===== src/rtl/mul_div_sequencer.sv =====
// Iterative radix-2 multiply/divide unit with its controller FSM.
// Multiplies by LSB-first shift-add, divides by restoring division, both on operand magnitudes.
module mul_div_sequencer #(
    parameter int WIDTH = 32,
    parameter int CNT_W = $clog2(WIDTH)
) (
    input  logic             clk,
    input  logic             reset,
    input  logic             start,
    input  logic [1:0]       op,
    input  logic [WIDTH-1:0] opA,
    input  logic [WIDTH-1:0] opB,
    input  logic             flush,
    output logic             busy,
    output logic             done,
    output logic [WIDTH-1:0] resultHi,
    output logic [WIDTH-1:0] resultLo,
    output logic             divByZero
);

    typedef enum logic [2:0] {IDLE, PREP, ITER, FIXUP, DONE} state_t;

    state_t               state_q, state_d;
    logic [1:0]           op_q, op_d;
    logic [WIDTH-1:0]     opa_q, opa_d;
    logic [WIDTH-1:0]     opb_q, opb_d;
    logic [CNT_W-1:0]     cnt_q, cnt_d;
    logic [2*WIDTH-1:0]   acc_q, acc_d;
    logic [WIDTH-1:0]     opnd_q, opnd_d;
    logic                 res_sign_q, res_sign_d;
    logic                 rem_sign_q, rem_sign_d;
    logic                 busy_q, busy_d;
    logic                 done_q, done_d;
    logic [WIDTH-1:0]     result_hi_q, result_hi_d;
    logic [WIDTH-1:0]     result_lo_q, result_lo_d;
    logic                 div_by_zero_q, div_by_zero_d;

    logic                 is_div;
    logic                 sign_a, sign_b;
    logic [WIDTH-1:0]     mag_a, mag_b;
    logic [WIDTH:0]       mul_sum;
    logic [WIDTH:0]       div_shift;
    logic                 div_ge;
    logic [WIDTH-1:0]     div_sub;
    logic [2*WIDTH-1:0]   neg_acc;
    logic [WIDTH-1:0]     neg_quo, neg_rem;

    // Signed ops are op[0]=1; the operation type is decided by op[1]
    assign is_div  = op_q[1];
    assign sign_a  = op_q[0] & opa_q[WIDTH-1];
    assign sign_b  = op_q[0] & opb_q[WIDTH-1];
    assign mag_a   = sign_a ? ('0 - opa_q) : opa_q;
    assign mag_b   = sign_b ? ('0 - opb_q) : opb_q;

    // acc holds {partial product, remaining multiplier} or {remainder, dividend/quotient}
    assign mul_sum   = {1'b0, acc_q[2*WIDTH-1:WIDTH]} + {1'b0, opnd_q & {WIDTH{acc_q[0]}}};
    assign div_shift = {acc_q[2*WIDTH-1:WIDTH], acc_q[WIDTH-1]};
    assign div_ge    = div_shift >= {1'b0, opnd_q};
    assign div_sub   = div_shift[WIDTH-1:0] - opnd_q;

    assign neg_acc = '0 - acc_q;
    assign neg_quo = '0 - acc_q[WIDTH-1:0];
    assign neg_rem = '0 - acc_q[2*WIDTH-1:WIDTH];

    always_comb begin
        state_d       = state_q;
        op_d          = op_q;
        opa_d         = opa_q;
        opb_d         = opb_q;
        cnt_d         = cnt_q;
        acc_d         = acc_q;
        opnd_d        = opnd_q;
        res_sign_d    = res_sign_q;
        rem_sign_d    = rem_sign_q;
        result_hi_d   = result_hi_q;
        result_lo_d   = result_lo_q;
        div_by_zero_d = div_by_zero_q;

        if (flush) begin
            state_d = IDLE;
        end else begin
            case (state_q)
                IDLE, DONE: begin
                    if (start) begin
                        state_d = PREP;
                        op_d    = op;
                        opa_d   = opA;
                        opb_d   = opB;
                    end else begin
                        state_d = IDLE;
                    end
                end
                PREP: begin
                    if (is_div && opb_q == '0) begin
                        state_d       = DONE;
                        result_lo_d   = '1;
                        result_hi_d   = opa_q;
                        div_by_zero_d = 1'b1;
                    end else begin
                        state_d    = ITER;
                        cnt_d      = CNT_W'(WIDTH - 1);
                        res_sign_d = sign_a ^ sign_b;
                        rem_sign_d = sign_a & is_div;
                        opnd_d     = is_div ? mag_b : mag_a;
                        acc_d      = {{WIDTH{1'b0}}, is_div ? mag_a : mag_b};
                    end
                end
                ITER: begin
                    if (is_div) begin
                        if (div_ge) begin
                            acc_d = {div_sub, acc_q[WIDTH-2:0], 1'b1};
                        end else begin
                            acc_d = {div_shift[WIDTH-1:0], acc_q[WIDTH-2:0], 1'b0};
                        end
                    end else begin
                        acc_d = {mul_sum, acc_q[WIDTH-1:1]};
                    end
                    if (cnt_q == '0) begin
                        state_d = FIXUP;
                    end else begin
                        cnt_d = cnt_q - 1'b1;
                    end
                end
                FIXUP: begin
                    state_d       = DONE;
                    div_by_zero_d = 1'b0;
                    if (is_div) begin
                        result_lo_d = res_sign_q ? neg_quo : acc_q[WIDTH-1:0];
                        result_hi_d = rem_sign_q ? neg_rem : acc_q[2*WIDTH-1:WIDTH];
                    end else begin
                        {result_hi_d, result_lo_d} = res_sign_q ? neg_acc : acc_q;
                    end
                end
                default: state_d = IDLE;
            endcase
        end

        busy_d = (state_d == PREP) || (state_d == ITER) || (state_d == FIXUP);
        done_d = (state_d == DONE);
    end

    always_ff @(posedge clk or posedge reset) begin
        if (reset) begin
            state_q       <= IDLE;
            op_q          <= '0;
            opa_q         <= '0;
            opb_q         <= '0;
            cnt_q         <= '0;
            acc_q         <= '0;
            opnd_q        <= '0;
            res_sign_q    <= 1'b0;
            rem_sign_q    <= 1'b0;
            busy_q        <= 1'b0;
            done_q        <= 1'b0;
            result_hi_q   <= '0;
            result_lo_q   <= '0;
            div_by_zero_q <= 1'b0;
        end else begin
            state_q       <= state_d;
            op_q          <= op_d;
            opa_q         <= opa_d;
            opb_q         <= opb_d;
            cnt_q         <= cnt_d;
            acc_q         <= acc_d;
            opnd_q        <= opnd_d;
            res_sign_q    <= res_sign_d;
            rem_sign_q    <= rem_sign_d;
            busy_q        <= busy_d;
            done_q        <= done_d;
            result_hi_q   <= result_hi_d;
            result_lo_q   <= result_lo_d;
            div_by_zero_q <= div_by_zero_d;
        end
    end

    assign busy      = busy_q;
    assign done      = done_q;
    assign resultHi  = result_hi_q;
    assign resultLo  = result_lo_q;
    assign divByZero = div_by_zero_q;

endmodule


===== config.mk =====
export PLATFORM = sky130hd
export DESIGN_NAME = mul_div_sequencer
export DESIGN_NICKNAME = d
export VERILOG_FILES = /design/src/rtl/mul_div_sequencer.sv
export SDC_FILE = /design/constraint.sdc
export NUM_CORES = 1
export LEC_CHECK = 0
export BUFFER_PORTS_ARGS = -buffer_cell sky130_fd_sc_hd__buf_2
export CORE_MARGIN = 2
export CORE_UTILIZATION = 30
export CTS_CLUSTER_SIZE = 30
export DETAILED_ROUTE_END_ITERATION = 10
export PLACE_DENSITY_LB_ADDON = 0.3
export SYNTH_ARGS = -nofsm -noshare
export SYNTH_HDL_FRONTEND = slang
export SYNTH_SLANG_ARGS = --single-unit

===== constraint.sdc =====
create_clock -name clk -period 18 [get_ports clk]
set_input_delay 4.5 -clock clk [delete_from_list [all_inputs] [get_ports clk]]
set_output_delay 4.5 -clock clk [all_outputs]
set_load 0.01 [all_outputs]

==> run summary, run 1 <==
The run finished with clean final reports. The sink count of the clock tree is 239, and the power density over cell area is 169 nW/um2. Clock skew on the completed layout was measured at 0.0277 ns. On the worst path, the slowest cell contributes a delay of 0.64 ns. The logs give 15000 for the via count of the first global-routing pass and 10.93 ns for the setup slack after placement.

The busiest layer in global routing is met2. After clock tree synthesis, the clock-pin slew on the worst setup and hold paths is 0.07 ns. In this run the power spent charging and discharging nets is 1.54 mW.

The filler cells instantiated in the layout total 5940. Hold timing on the final database bottoms out at a slack of 0.483 ns. The mean routed wirelength per cell came out at 20.4 um. The tools report the number of DRC markers in iteration 0 as 1441.

After detailed routing, the number of remaining DRC violations is 0. The final number of max-transition violations was 0. For the final antenna diode count, the log shows 0. The effective utilization at floorplan came out at 0.303.

The routed layout has 15900 vias. The critical path goes through buf_2 > nor2_1 > nand2_1 > nor3_4 > buf_4 > nor2_2 > buf_4 > a22oi_1 > o21ai_0. The run gives 89.5 mm as the wire length of the first global-routing pass.

The hold-critical path depth came out at 2. The fraction of registers with async set/reset is 1.00. The library cell used most frequently in the layout, excluding fill and tap cells, is dfrtp_1. The floorplan step set the die width to 242 um.

For the final routed database, the setup TNS stands at 0 ns. The floorplan has 87 rows. In this run the most critical hold path is launched from opnd_q[6]$_DFFE_PP0P_.

The synthesized area divided by synthesized cell count is 8.44 um2. The path with the worst hold slack has its endpoint at opnd_q[6]$_DFFE_PP0P_. For the logic gate share of total power, the log shows 0.521.

The path category of the worst min-delay check is reg -> reg. The final antenna-violating net count was 0. Relative to the synthesized area, the layout overhead comes to 13.6%. The critical path class was in -> reg. The global-route usage over all layers was 0.193. The tools report the clock group share of total power as 0.176.

Yosys mapped a number of flops with a built-in enable equal to 0. The actual transition at the worst max-transition pin was 1.08 ns; the count of buffers added by post-CTS timing repair for setup was 0. Setup repair after global routing left no endpoint under its margin. The die covers 58800 um2. For this design, the slowest cell found on the critical path is nor3_4. The most used flip-flop cell after synthesis is dfrtp_1. STA puts the critical path data arrival time at 6.92 ns. Across the VDD grid, the largest voltage drop is 0.0882 mV.

The detail-routed via count per cell was 5.54; the level count of the clock H-tree was 1. Counting the buffers created by CTS gives 27. The logs give 10400 um2 for the multi-input gate area in the final layout and 11.49 ns for the worst setup slack after layout.

For this run the aggregate overflow at the end of global routing stands at 0. The tools report the global-route met2 utilization as 0.294. The die height is 242 um. Based on the critical path, the design can be clocked at up to 154 MHz. STA classifies the critical path endpoint as a flip-flop.

The number of buffer cells added on primary ports was 136; the count of instances resized after the clock tree is built was 0. The global-route met3 utilization was 0.0328. TritonCTS built the clock tree. The library cells used most frequently in the layout, excluding fill and tap cells, are 238 x dfrtp_1, 205 x nor2_1, 198 x a21oi_1. Yosys mapped the design onto 77 distinct sky130hd cell types. The total number of yosys warnings was 0. The switching share of power is 0.471. In the final design database the tool counted 2237 nets. The number of antenna violations at the first check in global routing was 1. The first detailed-routing pass ran for 5 iterations.

Entering global routing, the biggest net connects 125 pins. The minimum setup slack among reg-to-reg paths is 13.72 ns, and the maximum net fanout on the critical path is 46. The share of the yosys chip area belonging to registers came out at 0.351. Among the stages of the critical path, the cell type that occurs most often is buf_4. The tools report the final wirelength as 58.7 mm. The run gives 0.261 as the remaining max-slew budget at the tightest pin. The share of total power in sequential cells was 0.303; the core box area was 56300 um2. The final count of hold timing violations was 0; the depth of the worst register-to-register path was 13. The worst register-to-register path ends at acc_q[60]$_DFFE_PP0P_. The worst setup path is launched from a primary input. The total nets after synthesis was 2162.

For the post-cts hold buffer count, the log shows 0. The run gives 17100 um2 as the mapped cell area. The tools report the buffer depth of the longest clock path as 3. Launch point of the worst reg-to-reg path: acc_q[0]$_DFFE_PP0P_.

The count of final setup violators came out at 0. The analysis attributes to cell leakage a power of 8.64 nW. Summing all flip-flop and latch instances after layout gives 5980 um2. The max-capacitance violation count came out at 0. The fraction of layout instances using a drive strength above 1 was 0.147. The number of flip-flops and latches in the synthesized netlist was 239.

Clock tree synthesis selected as its root buffer the cell clkbuf_16. 137 I/O pins were placed. The half-perimeter wire length after detailed placement was 44.3 mm; the final clock period utilization by the worst path was 0.362.

The instance count of the mapped netlist was 2020. The required time of the critical path was 18.41 ns; the final critical-path required period was 6.51 ns. The final estimated routing congestion in global placement is 0.946. The run gives 0.279 as the met1 usage.

Clock latency on the worst-skew pair, taken at its later pin, is 0.57 ns. The internal power is 1.74 mW.
cell type report:
| class | count | area share |
|---|---|---|
| Multi-Input combinational cell | 1604 | 0.539 |
| Sequential cell | 239 | 0.309 |
| Tap cell | 756 | 0.0488 |
| Timing Repair Buffer | 157 | 0.0433 |
| Clock buffer | 35 | 0.0390 |
| Inverter | 66 | 0.0132 |
| Clock inverter | 14 | 0.00814 |
state kept, by name, summed over array words and instances, names as in the netlist:
register and cells:
acc_q 64, busy 1, cnt_q 5, divByZero 1
done 1, op_q 2, opa_q 32, opb_q 32
opnd_q 32, rem_sign_q 1, res_sign_q 1, resultHi 32
resultLo 32, state_q 3
metrics by stage:
step	util	instances	instance area, um2	power, mW
after floorplan	-	2020	17100	2.12
after global placement	0.328	2822	18500	2.65
final	0.344	2871	19400	3.28
after detailed placement	0.328	2822	18500	2.68
after global routing	0.344	2871	19400	3.51
after CTS	0.344	2871	19400	3.27
critical path, delay by kind of cell:
| kind | cells | cell delay, ns |
|---|---|---|
| AND/OR/NAND/NOR | 4 | 1.07 |
| AO/OA/AOI/OAI | 2 | 0.29 |
| buffers and inverters | 3 | 1.00 |
synthesized netlist by cell type, types with 7 or more instances:
cell type | number | area share
and2_1 | 7 | 0.0026
nand3_1 | 40 | 0.012
nor2b_1 | 12 | 0.0044
o41ai_1 | 12 | 0.0062
o21a_1 | 9 | 0.0040
a31oi_1 | 13 | 0.0048
and3_1 | 12 | 0.0044
buf_2 | 18 | 0.0053
a211oi_1 | 17 | 0.0075
mux2_2 | 65 | 0.043
a21oi_1 | 198 | 0.058
clkbuf_1 | 88 | 0.019
xnor2_1 | 73 | 0.037
inv_1 | 66 | 0.015
nor4_1 | 16 | 0.0059
o21ai_0 | 187 | 0.055
o211ai_1 | 15 | 0.0066
nand4_1 | 9 | 0.0033
or2_2 | 11 | 0.0040
ha_1 | 70 | 0.051
a22oi_1 | 30 | 0.013
nor3_1 | 70 | 0.021
a21o_1 | 43 | 0.019
nor3b_1 | 11 | 0.0048
nor2_1 | 207 | 0.046
nand2_1 | 168 | 0.037
o21bai_1 | 13 | 0.0057
o31ai_1 | 29 | 0.013
or3_1 | 23 | 0.0084
or4_1 | 8 | 0.0035
mux2i_1 | 35 | 0.021
dfrtp_1 | 239 | 0.35
nand2b_1 | 10 | 0.0037
xor2_1 | 92 | 0.047
cells by family (layout without fill, tap and decap cells):
| group | Yosys count | in the layout | share of synthesized area |
|---|---|---|---|
| AOI/OAI and AO/OA | 633 | 633 | 0.228 |
| and+or+nand+nor | 632 | 632 | 0.176 |
| DFF | 239 | 239 | 0.351 |
| buffers and inverters | 177 | 272 | 0.0407 |
| xor gates and xnor gates | 165 | 165 | 0.0847 |
| muxes | 102 | 102 | 0.0661 |
| adders and majority gates | 72 | 72 | 0.0537 |
routing by layer:
metal / vias to the layer above / wire length, um
met4: 0 / 1780
met5: - / 0
li1: 7421 / -
met1: 7773 / 27300
met3: 98 / 4130
met2: 599 / 25400
how the worst max path moves through the flow:
stage / startpoint / to / slack, ns / cells after the start
4_1_cts: flush / resultHi[28]$_DFFE_PP0P_ / 11.52 / 9
6_report: flush / resultHi[10]$_DFFE_PP0P_ / 11.49 / 9
2_1_floorplan: reset / acc_q[0]$_DFFE_PP0P_ / 6.94 / 1
5_1_grt: flush / resultHi[11]$_DFFE_PP0P_ / 11.38 / 9
3_3_place_gp: flush / resultHi[10]$_DFFE_PP0P_ / 11.02 / 9
3_5_place_dp: flush / resultHi[19]$_DFFE_PP0P_ / 10.93 / 9
power by group through the flow:
stage	combinational, mW	clock, mW	sequential, mW
floorplan	1.21	0	0.914
global placement	1.66	0	0.990
detailed placement	1.68	0	0.995
CTS	1.69	0.589	0.988
global route	1.88	0.611	1.02
finish	1.71	0.578	0.992
Note: power is estimated with default switching activity, not from simulation.
==> run 2, diff against run 1 <==
- clock period: 18 -> 6.4 ns (I/O delays scaled with it)
==> run 2 against run 1 <==
  * Critical path depth grew 1
  * Die area is the same
  * Critical path type is now reg -> reg
  * Worst hold slack gained 0.0049 ns
  * Largest power group unchanged
  * Critical endpoint is now resultHi[28]$_DFFE_PP0P_
==> run summary, run 2 (synthesis gave the netlist of run 1 again) <==
The run finished with clean final reports. The tools report the worst setup slack after layout as 2.30 ns (-9.19 ns). The number of buffer cells added on primary ports was 136 (unchanged).

The worst-case clock skew is 0.0242 ns (-0.00350 ns). The overall power of the completed layout was 9.51 mW (+190%); the post-layout utilization of the core was 0.347 (+0.00293). The wire length of the first global-routing pass is 92.1 mm (+2.9%), and the maximum operating frequency is 244 MHz. The effective utilization at floorplan was 0.303 (unchanged); the flip-flop count of the largest register after layout was 64 (unchanged).

The final antenna diode count is 0 (unchanged), and the die height is 242 um (unchanged). The clock slew at the register clock pins of the worst setup and hold paths came out at 0.06 ns (about the same). TritonCTS built the clock tree. The count of final setup violators was 0 (unchanged); the count of instances resized after the clock tree is built was 0 (unchanged). For the summed negative setup slack over all endpoints, the log shows 0 ns (unchanged). The remaining global-route overflow was 0 (unchanged); the power density over cell area was 487 nW/um2 (+190%). The logs give 87 (unchanged) for the number of rows created at floorplan and 0 (unchanged) for the final number of max-transition violations. The core box area was 56300 um2 (unchanged).

Actual transition at the worst max-transition pin: 1.18 ns (+0.101 ns). For the remaining max-slew budget at the tightest pin, the log shows 0.191 (-0.0692). STA classifies the critical path startpoint as a flip-flop. The sink count of the clock tree was 239 (unchanged). The final estimated routing congestion in global placement is 0.915 (-3.3%). The tools report the final wirelength as 60.5 mm (+3.1%). The worst register-to-register path begins at acc_q[0]$_DFFE_PP0P_.

The register with the most flip-flops was acc_q. The logs give 7 (+2) for the detailed-router iteration count before antenna repair and 137 (unchanged) for the top-level port count. The total vias in the final route was 15900 (-0.18%); the half-perimeter wire length after detailed placement was 45.2 mm (+2.0%).

The run gives 18500 um2 (+0.16%) as the placed cell area. The mean routed wirelength per cell is 21.0 um (+2.9%). For the peak ir drop on the vdd network, the log shows 0.231 mV (+160%).

The detail-routed via count per cell works out to 5.52 (-0.32%). The clock latency of the later-clocked register in the worst-skew pair was 0.58 ns (about the same); the post-layout instance area was 19500 um2 (+0.85%). The total CTS buffers was 29 (+7.4%); the area of the die was 58800 um2 (unchanged).

The tools report the final count of hold timing violations as 0 (unchanged). The tools report the detailed-route DRC error count as 0 (unchanged). The arrival time reported for the critical path endpoint was 4.53 ns (-2.39 ns). The critical path class was reg -> reg. Final antenna-violating net count: 0 (unchanged).

The run gives 15100 (+0.87%) as the via count of the first global-routing pass. The final clock period utilization by the worst path was 0.641; the maximum net fanout on the critical path was 32 (-30%). Start point of the critical path: acc_q[0]$_DFFE_PP0P_. The buffer depth of the longest clock path was 3 (unchanged).

Setup repair after global routing left no endpoint under its margin. The horizontal extent of the die was 242 um (unchanged); the final critical-path required period was 4.10 ns. Count of buffers added by post-CTS timing repair for setup: 0 (unchanged).

The endpoint kind of the worst setup timing path is a flip-flop. The run gives 5830 (-1.9%) as the fill cell instance count of the final layout. The required time of the critical path was 6.83 ns (-11.58 ns); the relative area change from synthesis to final layout was 14.5%. The startpoint identified for the worst hold timing path is opnd_q[3]$_DFFE_PP0P_. Fraction of layout instances using a drive strength above 1: 0.149 (+0.00161). In this run the clock root is driven by a clkbuf_16. The path class of the tightest hold or removal check is reg -> reg.

The post-cts hold buffer count came out at 0 (unchanged). For the max-capacitance violation count, the log shows 0 (unchanged). The number of antenna violations at the first check in global routing is 1 (unchanged), and the setup slack after placement is 2.36 ns (-8.57 ns). Leaving out fill and tap cells, the most frequent cell in the layout is dfrtp_1.

The logs give 135 (+8.0%) for the maximum number of pins on one net before global-route repair and 2238 (+0.045%) for the number of nets in the finished design. The number of DRC markers in iteration 0 was 1424 (-1.2%); the level count of the clock H-tree was 1 (unchanged). The global-route usage over all layers came out at 0.200 (+0.00641). The tools report the static leakage as 8.71 nW (+0.73%). In the layout the commonest cells are 238 x dfrtp_1, 204 x nor2_1, 198 x a21oi_1.
==> run 2: cell types whose count changed in the layout (fill, tap and decap cells not counted), sizes merged <==
cell      change
clkbuf        +1
clkinvlp      +1
bufinv        +3
buf           -1
==> run 2: metrics by stage <==
| stage | instances | hold slack [ns] |
|---|---|---|
| after floorplan | 2020 | 0.450 |
| after global routing | 2875 | 0.517 |
| after global placement | 2821 | 0.470 |
| final | 2875 | 0.487 |
| after detailed placement | 2821 | 0.474 |
| after CTS | 2875 | 0.488 |
==> run 2: cell type report <==
| class | count | area [um2] | share of cell area |
|---|---|---|---|
| multi-input combinational | 1604 | 10400 | 0.534 |
| sequential | 239 | 5980 | 0.306 |
| tap | 756 | 946 | 0.0484 |
| timing repair buffer | 156 | 868 | 0.0445 |
| clock buffer | 36 | 782 | 0.0400 |
| clock inverter | 18 | 268 | 0.0137 |
| inverter | 66 | 251 | 0.0129 |
==> run 2: worst paths after layout <==
| check | slack, ns | to | cells past startpoint |
|---|---|---|---|
| max in group asynchronous | 3.94 | acc_q[45]$_DFFE_PP0P_ | 3 |
| worst min register to register | 0.49 | opnd_q[3]$_DFFE_PP0P_ | 2 |
| worst max register to register | 2.30 | resultHi[28]$_DFFE_PP0P_ | 10 |
| worst max-delay path | 2.30 | resultHi[28]$_DFFE_PP0P_ | 10 |
| min in group asynchronous | 1.21 | acc_q[16]$_DFFE_PP0P_ | 2 |
| worst min-delay path | 0.49 | opnd_q[3]$_DFFE_PP0P_ | 2 |
==> run 2: worst max-delay path, stage by stage, from the launching register on <==
cell	delay (ns)
dfrtp_1	0.45
inv_1	0.08
buf_4	0.36
ha_1	0.23
nor3b_1	0.45
nand4_1	0.35
nor3_1	0.59
a21oi_1	0.47
o31ai_1	0.64
xor2_1	0.23
o21ai_0	0.10
==> run 2: layer usage <==
| layer | vias up | track usage | wire [um] |
|---|---|---|---|
| li1 | 7448 | - | - |
| met1 | 7780 | 0.288 | 28500 |
| met2 | 557 | 0.303 | 26000 |
| met3 | 78 | 0.0384 | 4420 |
| met4 | 0 | 0.0550 | 1620 |
| met5 | - | 0 | 0 |
==> run 2: where the power goes <==
| group | internal, mW | total, mW | switching [mW] |
|---|---|---|---|
| clock network | 1.11 | 1.84 | 0.725 |
| logic | 1.90 | 4.89 | 2.98 |
| registers | 2.03 | 2.79 | 0.760 |
| total | 5.05 | 9.51 | 4.47 |
==> run 3, diff against run 2 <==
- clock period: 6.4 -> 3.8 ns (I/O delays scaled with it)
==> run 3 against run 2 <==
  * Clock power is 57% higher
  * Cell count is 1.5% higher
  * Global-route usage is 0.30 points lower
  * Utilization is 0.51 points higher
  * Register-to-register slack worse by 2.1 ns
  * Sequential share of layout area is 0.44 points lower
  * Non-clock buffer count is 43 higher
  * Flip-flop and latch count stayed put
  * Design area is 1.5% higher
  * Die area stayed put
  * Clock skew is 0.0046 ns higher
  * Highest routed layer unchanged
==> run summary, run 3 (synthesis gave the netlist of run 1 again) <==
The run finished with clean final reports. The mean routed wirelength per cell was 20.3 um (-3.5%). The number of rows created at floorplan was 87 (unchanged). The post-layout instance area was 19800 um2 (+1.5%); the number of nets in the finished design was 2280 (+1.9%). The number of antenna violations at the first check in global routing is 0 (-1), and the maximum operating frequency is 280 MHz (+15%).

Traced cell by cell, the critical path runs through buf_4 > and2_1 > ha_1 > inv_1 > fa_1 > nand2b_1 > a21oi_1 > o31ai_1 > nand2_1 > and4_1 > o41ai_1 > a21oi_1 > xor2_1 > a221o_1. The tools report the share of total power in sequential cells as 0.283 (-0.010). The tightest hold margin is 0.484 ns (-0.00377 ns), and the clock latency of the later-clocked register in the worst-skew pair is 0.58 ns (about the same).

The most common cell type on the critical path was a21oi_1. The cell at the root of the clock tree was clkbuf_16. The maximum number of pins on one net before global-route repair came out at 116 (-14%). The logs give 1 (unchanged) for the level count of the clock H-tree and 1312 (-7.9%) for the number of DRC markers in iteration 0. The flip-flop count of the largest register after layout is 64 (unchanged). The critical path's largest stage delay came out at 0.44 ns (-0.20 ns).

The logs give 0 (unchanged) for the final number of max-transition violations and 137 (unchanged) for the top-level port count. TritonCTS built the clock tree. The min-delay analysis places its worst path in the category reg -> reg. The detailed-route DRC error count came out at 0 (unchanged).

The maximum net fanout on the critical path is 6 (-81%), and the clock slew at the register clock pins of the worst setup and hold paths is 0.07 ns (about the same). The logs give 0.23 ns (-2.07 ns) for the minimum setup slack among reg-to-reg paths and 56300 um2 (unchanged) for the core box area. Wire length of the first global-routing pass: 91.1 mm (-1.1%). Termination of the worst setup path: acc_q[49]$_DFFE_PP0P_. The tools report the final count of hold timing violations as 0 (unchanged). Final estimated routing congestion in global placement: 0.931 (+1.7%). The library cell used most frequently in the layout, excluding fill and tap cells, is dfrtp_1. The tools report the launch point of the worst reg-to-reg path as acc_q[0]$_DFFE_PP0P_.

The remaining max-slew budget at the tightest pin was 0.347 (+0.156); the half-perimeter wire length after detailed placement was 45.3 mm (+0.31%). The detailed-router iteration count before antenna repair is 6 (-1), and the power density over cell area is 802 nW/um2 (+65%). The tools report the post-cts hold buffer count as 0 (unchanged).

For the final cell count without fillers, the log shows 2917 (+1.5%). The die height came out at 242 um (unchanged). Setup repair after global routing left no endpoint under its margin. The logs give 15400 (+2.0%) for the via count of the first global-routing pass and 0 (unchanged) for the count of buffers added by post-CTS timing repair for setup. The slowest library cell on the worst path was o31ai_1. For the worst-case clock skew, the log shows 0.0288 ns (+0.00460 ns).

acc_q holds more flip-flops than any other register. The tools report the max-capacitance violation count as 0 (unchanged). The number of buffer cells added on primary ports was 136 (unchanged); the count of final setup violators was 0 (unchanged). Static leakage: 8.90 nW (+2.2%). The horizontal extent of the die was 242 um (unchanged). The fraction of layout instances using a drive strength above 1 was 0.164 (+0.0152); the final critical-path required period was 3.57 ns (-0.534 ns). The final antenna-violating net count is 0 (unchanged). The buffer depth of the longest clock path is 3 (unchanged). The endpoint identified for the worst register-to-register timing path is acc_q[49]$_DFFE_PP0P_.

The fill cell instance count of the final layout is 5823 (-0.12%). The summed negative setup slack over all endpoints is 0 ns (unchanged), and the peak ir drop on the vdd network is 0.360 mV (+56%). The number of cells in the design after placement is 2864 (+1.5%), and the final clock period utilization by the worst path is 0.938 (+0.298). The internal power was 8.51 mW (+69%); the relative area change from synthesis to final layout was 16.2%. The sink count of the clock tree came out at 239 (unchanged).

For the clock group share of total power, the log shows 0.181 (-0.012). The tools report the start point of the critical path as acc_q[0]$_DFFE_PP0P_. The required time of the critical path is 4.26 ns (-2.57 ns).

The run gives 0.303 (unchanged) as the effective utilization at floorplan. The arrival time reported for the critical path endpoint came out at 4.02 ns (-0.51 ns). The worst setup path is captured at a flip-flop.

The setup path with the least slack is of type reg -> reg. The run gives 28 (-3.4%) as the total CTS buffers. In the layout the commonest cells are 237 x dfrtp_1, 205 x nor2_1, 198 x a21oi_1. The logic gate share of total power was 0.536 (+0.022); the switching component of the power was 7.39 mW (+65%).

The kind of start point of the critical path was a flip-flop. The placed cell area was 18800 um2 (+1.9%). The actual transition at the worst max-transition pin is 0.979 ns (-0.203 ns), and the total vias in the final route is 16100 (+1.2%). The detail-routed via count per cell came out at 5.50 (-0.26%). The remaining global-route overflow was 0 (unchanged); the final wirelength was 59.2 mm (-2.1%). The switching share of power was 0.465 (-0.00483); the depth of the worst register-to-register path was 14 (+4). The global-route usage over all layers was 0.197 (-0.00303); the area of the die was 58800 um2 (unchanged).
run 3: cell types whose count changed in the layout (fill, tap and decap cells not counted), moves of 2 or more:
cell	before	now
clkbuf_8	3	7
clkinv_4	4	1
buf_12	3	6
buf_4	17	57
clkinv_2	4	2
clkbuf_1	4	7
bufinv_16	6	3
run 3: layout make-up:
class / instances / area, um2 / area share
timing repair buffer: 199 / 1230 / 0.0620
inverter: 66 / 255 / 0.0129
tap: 756 / 946 / 0.0477
clock buffer: 42 / 823 / 0.0415
multi-input combinational: 1604 / 10400 / 0.526
antenna: 1 / 2.50 / 0.000126
clock inverter: 10 / 150 / 0.00757
sequential: 239 / 5990 / 0.302
run 3: power groups by stage:
stage	clock, mW	sequential, mW	combinational [mW]
after floorplan	0	4.33	5.72
after global placement	0	4.50	8.30
after detailed placement	0	4.52	8.38
after CTS	2.94	4.49	8.44
after global routing	3.04	4.64	9.40
final	2.88	4.50	8.52
run 3: how the worst min path moves through the flow:
| stage | cells past startpoint | endpoint | from |
|---|---|---|---|
| 6_report | 2 | opnd_q[25]$_DFFE_PP0P_ | opnd_q[25]$_DFFE_PP0P_ |
| 5_1_grt | 2 | opnd_q[24]$_DFFE_PP0P_ | opnd_q[24]$_DFFE_PP0P_ |
| 4_1_cts | 2 | opnd_q[9]$_DFFE_PP0P_ | opnd_q[9]$_DFFE_PP0P_ |
| 3_5_place_dp | 2 | opnd_q[9]$_DFFE_PP0P_ | opnd_q[9]$_DFFE_PP0P_ |
| 3_3_place_gp | 2 | opnd_q[9]$_DFFE_PP0P_ | opnd_q[9]$_DFFE_PP0P_ |
| 2_1_floorplan | 2 | opnd_q[10]$_DFFE_PP0P_ | opnd_q[10]$_DFFE_PP0P_ |
run 3: through the flow:
stage	total power, mW	utilization	worst slack [ns]
after floorplan	10.1	-	-0.284
after global placement	12.8	0.335	0.313
final	15.9	0.352	0.234
after detailed placement	12.9	0.335	0.234
after global routing	17.1	0.352	0.0231
after CTS	15.9	0.352	0.206
run 3: what timing repair did:
item | in CTS | in global routing
gates resized for setup | 0 | 2
hold endpoints to repair | 0 | 0
endpoints found under the setup margin | 0 | 2
run 3: layer usage:
metal / wire (um) / vias up / part of all wire / GRT usage
met1: 27800 / 7839 / 0.47 / 0.283
met5: 0 / - / 0 / 0
met2: 25700 / 584 / 0.43 / 0.302
met4: 1560 / 0 / 0.026 / 0.0507
met3: 4160 / 90 / 0.070 / 0.0366
li1: - / 7540 / - / -
run 3: worst max-delay path, delay by kind of cell, from the launching register on:
kind	cells	cell delay [ns]
AO/OA/AOI/OAI	5	1.44
XOR/XNOR	1	0.17
adder cells (fa/ha/maj)	2	0.41
buffers and inverters	2	0.25
flip-flops	1	0.41
AND/OR/NAND/NOR	4	0.77
